$ cat src/rtl/mod503_horner_reducer.sv
// mod503_horner_reducer: streaming X mod 503 over 6-bit MSB-first chunks by Horner's rule
module mod503_horner_reducer (
   input  logic       clk,
   input  logic       rst,
   input  logic       in_valid,
   output logic       in_ready,
   input  logic [5:0] in_chunk,
   input  logic       in_last,
   output logic       out_valid,
   input  logic       out_ready,
   output logic [8:0] out_residue,
   output logic       out_err
);
   localparam logic [1:0] IDLE = 2'd0, ACCUM = 2'd1, DONE = 2'd2;
   localparam int NCHUNK = 34;
   logic [1:0] state;
   logic [8:0] acc, acc_n;
   logic [5:0] cnt, cnt_n, q;
   logic [14:0] t, r, rr;
   logic fin, ovf;
   assign in_ready = !rst && state != DONE;
   assign out_valid = state == DONE;
   // 65/32768 slightly underestimates 1/503, so q is short by at most one
   always_comb begin
      t = {acc, 6'b0} + {9'b0, in_chunk};
      q = 6'(({6'b0, t} * 21'd65) >> 15);
      r = t - 15'(q) * 15'd503;
      rr = r >= 15'd503 ? r - 15'd503 : r;
      acc_n = 9'(rr);
      cnt_n = cnt + 6'd1;
      ovf = !in_last && cnt_n == 6'(NCHUNK);
      fin = in_last || ovf;
   end
   always_ff @(posedge clk) begin
      if (rst) begin
         state <= IDLE;
         acc <= '0;
         cnt <= '0;
         out_residue <= '0;
         out_err <= 1'b0;
      end else if (state == DONE) begin
         if (out_ready) begin
            state <= IDLE;
            acc <= '0;
            cnt <= '0;
         end
      end else if (in_valid) begin
         acc <= acc_n;
         cnt <= cnt_n;
         state <= fin ? DONE : ACCUM;
         if (fin) begin
            out_residue <= acc_n;
            out_err <= ovf;
         end
      end
   end
endmodule

$ cat config.mk
export PLATFORM = sky130hd
export DESIGN_NAME = mod503_horner_reducer
export DESIGN_NICKNAME = d
export VERILOG_FILES = /design/src/rtl/mod503_horner_reducer.sv
export SDC_FILE = /design/constraint.sdc
export NUM_CORES = 1
export LEC_CHECK = 0
export BUFFER_PORTS_ARGS = -buffer_cell sky130_fd_sc_hd__buf_2
export CAP_MARGIN = 20
export CORE_ASPECT_RATIO = 0.75
export CORE_MARGIN = 2
export CORE_UTILIZATION = 55
export CTS_CLUSTER_SIZE = 30
export DETAILED_ROUTE_END_ITERATION = 10
export PLACE_DENSITY = 0.76
export SYNTH_ARGS = -nofsm -noshare
export SYNTH_HDL_FRONTEND = slang
export SYNTH_SLANG_ARGS = --single-unit
export TNS_END_PERCENT = 50
$ cat constraint.sdc
create_clock -name clk -period 7.5 [get_ports clk]
set_input_delay 0.75 -clock clk [delete_from_list [all_inputs] [get_ports clk]]
set_output_delay 0.75 -clock clk [all_outputs]
set_load 0.1 [all_outputs]
==> impl_metrics.csv <==
group,metric,value,unit
drt,via_per_inst,6.013,
critical_path,path_class,"input pin to flop",
floorplanning,die_x,98.02,um
floorplanning,rows,25,
timing,setup_viol,0,
drt,drc,0,
floorplanning,die_y,74.51,um
hold_path,whs_path_depth,2,
yosys,async_flop_share,0,%
timing,fin_crit_sh,97.26,%
timing,fmax,137.1,MHz
timing,hold_violations,0,
yosys,ys_seq_area_share,14.82,%
timing,min_period,7295,ps
drt,dr.pass1.iters,5,
yosys,synth_cell_types,65,
cells_and_area,nNetsFinal,565,
yosys,yosysTopAreaCell,"ha_1",
hold_path,holdPathEnd,"out_err",
critical_path,endpoint_kind,"flop",
cts,cts_hold_buf,0,
critical_path,r2r_setup_slack,280,ps
critical_path,arrival,7460,ps
critical_path,r2r_start,"acc[0]",
yosys,yosys_most_used_dff,"dfxtp_1",
global_routing,grt_pass1_wl,15100,um
yosys,yosysTopAreaCellShare,18.53,%
drt,wl_per_cell,16.85,um
cells_and_area,drive_above_1_share,16.42,%
hold_path,min_path_type,"flop to flop",
cts,cts.htree.levels,1,
yosys,yosys_warnings,0,
place,dp.cells,550,
floorplanning,dieArea,7303,um2
yosys,synthCells,433,
global_routing,antenna_found_initial,0,
run,drv_cap,0,
drt,final_antenna_net_count,0,
drt,vias,3343,
cts,cts_buffers,3,
hold_path,min_from,"out_err",
yosys,ys_seq_elements,27,
timing,slew_headroom,51.22,%
critical_path,cp.required,7660,ps
critical_path,cp_max_fo,9,
global_routing,grt_max_degree,25,
global_routing,grt_overflow_total,0,
drt,finalWirelength,9367,um
yosys,syn_area,3646,um2
global_routing,grt_pass1_vias,3085,
outcome,status,"finished clean",
cells_and_area,syn2layout_area_growth,14.72,%
global_routing,track_usage,25.74,%
critical_path,regToRegEndpoint,"acc[8]",
cells_and_area,antenna_cells,0,
yosys,synth_enable_flop_cells,0,
cts,numClockSinks,27,
yosys,synthTopCellsByArea,"ha_1, dfxtp_1, fa_1",
floorplanning,start_util,57.42,%
drt,drtIter0Drc,242,
yosys,synth_area_per_cell,8.420,um2
timing,worst_slew_pin_slew,726.1,ps
floorplanning,design.core.area,6350,um2
floorplanning,io_pins,23,
cts,worst_setup_hold_path_clk_slew,90,ps
critical_path,worstRegToRegCells,26,
cts,clk_latency,270,ps
place,dp_hpwl,7559,um
place,routabilityCongestion,0.8947,
critical_path,critPathLaunchType,"input pin",
timing,slew_viol_final,0,
cts,cts_tree,"done",
cts,cts-root-buf,"clkbuf_8",
yosys,syn_nets,522,
timing,fin_skew,2.177,ps
cells_and_area,final_cells,556,
cts,cts_buffer_depth,2,
place,portBuffers,22,
-- cells in the final DEF, fill, tap and decap left out, drive strengths merged, types with 3 or more instances in the layout --
| master | synthesis | layout |
|---|---|---|
| inv | 56 | 56 |
| ha | 54 | 54 |
| buf | 3 | 49 |
| a21oi | 36 | 36 |
| nor2 | 29 | 29 |
| nand2 | 28 | 28 |
| dfxtp | 27 | 27 |
| fa | 24 | 24 |
| o21ai | 17 | 17 |
| xnor2 | 14 | 14 |
| nand3 | 14 | 14 |
| xor2 | 12 | 12 |
| a21o | 9 | 9 |
| a211oi | 8 | 8 |
| nand4 | 7 | 7 |
| o211ai | 7 | 7 |
| nor3 | 7 | 7 |
| and2 | 6 | 6 |
| and3 | 6 | 6 |
| a211o | 5 | 5 |
| o31ai | 5 | 5 |
| nand2b | 4 | 4 |
| nand3b | 4 | 4 |
| clkbuf | 8 | 4 |
| a31oi | 4 | 4 |
| nor2b | 3 | 3 |
-- state kept, by name (all words and copies together) (netlist names) --
register and cells:
acc 9, cnt 6, out_err 1, out_residue 9
state 2
-- repair_timing --
item | 4_1_cts | 5_1_grt
pin swaps | 0 | 3
endpoints found under the setup margin | 2 | 18
buffers inserted | 0 | 2
resized for setup | 1 | 21
-- layout make-up --
cell class              instances  area [um2]
repair buffers                 49       312.8
flip-flops and latches         27       540.5
fillers                       528        2167
inverters                      56       210.2
well taps                      81       101.3
clock buffers                   4       45.04
multi-input cells             339        2973
-- worst max-delay path, stage by stage --
cell and delay (ps):
buf_2 110, ha_1 290, ha_1 280, nand4_1 110, a21o_1 230, a211o_1 280
a21oi_1 170, buf_4 140, xnor2_1 120, inv_1 110, ha_1 310, ha_1 330
inv_1 90, fa_1 520, fa_1 530, fa_1 520, inv_1 40, ha_1 300
buf_4 170, a221oi_4 360, nor3_4 110, or4_1 500, o21ai_1 150, o2111a_2 310
a31oi_4 150, and2_1 210, a221o_1 300
-- cell usage after synthesis, types with 2 or more instances --
master     number
xnor2_1        14
nand2_1        28
nand2b_1        4
a211o_1         5
a211oi_1        8
o211ai_1        7
inv_1          56
buf_1           2
clkbuf_1        8
a2111oi_0       2
ha_1           54
o221ai_1        2
nand4_1         7
nand3b_1        4
o21ai_1         9
nor2b_1         3
nand3_1        12
dfxtp_1        27
and3_1          5
nor3_1          6
o21ai_0         7
xor2_1         12
and2_1          6
o31ai_1         5
nor2_1         29
a21oi_1        36
a21o_1          9
o31a_1          2
o21a_1          2
a21boi_0        2
or3_1           2
fa_1           24
a31oi_1         2
-- how the worst max path moves through the flow --
stage / slack, ps / startpoint / to
final: 210 / in_chunk[2] / acc[8]
after global routing: -40 / in_chunk[2] / out_residue[5]
after CTS: 50 / in_chunk[2] / out_residue[5]
after detailed placement: -370 / in_chunk[2] / out_residue[5]
after global placement: -210 / in_chunk[5] / out_residue[5]
after floorplan: 150 / in_chunk[2] / acc[8]
-- cell families after synthesis --
| family | synth area share, % |
|---|---|
| AOI/OAI and AO/OA | 22.68 |
| and+or+nand+nor | 16.54 |
| adders and majority gates | 31.71 |
| buffers and inverters | 7.104 |
| DFF | 14.83 |
| xor gates and xnor gates | 6.246 |
| muxes | 0.8922 |
-- metal layers --
layer,global-route usage (%),up-vias,part of all wire (%)
met3,4.041,22,7.7
met1,38.95,1577,46
li1,-,1623,-
met2,38.74,121,44
met4,6.173,0,2.3
met5,0,-,0
-- metrics by stage --
stage | hold WS, ps | setup slack [ps] | TNS, ps | util [%] | instance area [um2]
finish | 458.4 | 205.5 | 0 | 65.87 | 4183
CTS | 459.3 | 49.56 | 0 | 63.76 | 4049
floorplan | 431.8 | 146.5 | 0 | - | 3646
detailed placement | 445.7 | -368.6 | -3223 | 62.94 | 3996
global placement | 440.2 | -209.3 | -652.0 | 62.94 | 3996
global route | 493.7 | -39.05 | -111.9 | 65.87 | 4183
Power is left out: the tool's default activity adds up to more than one toggle a clock period on the data nets, which glitch-free logic cannot reach.
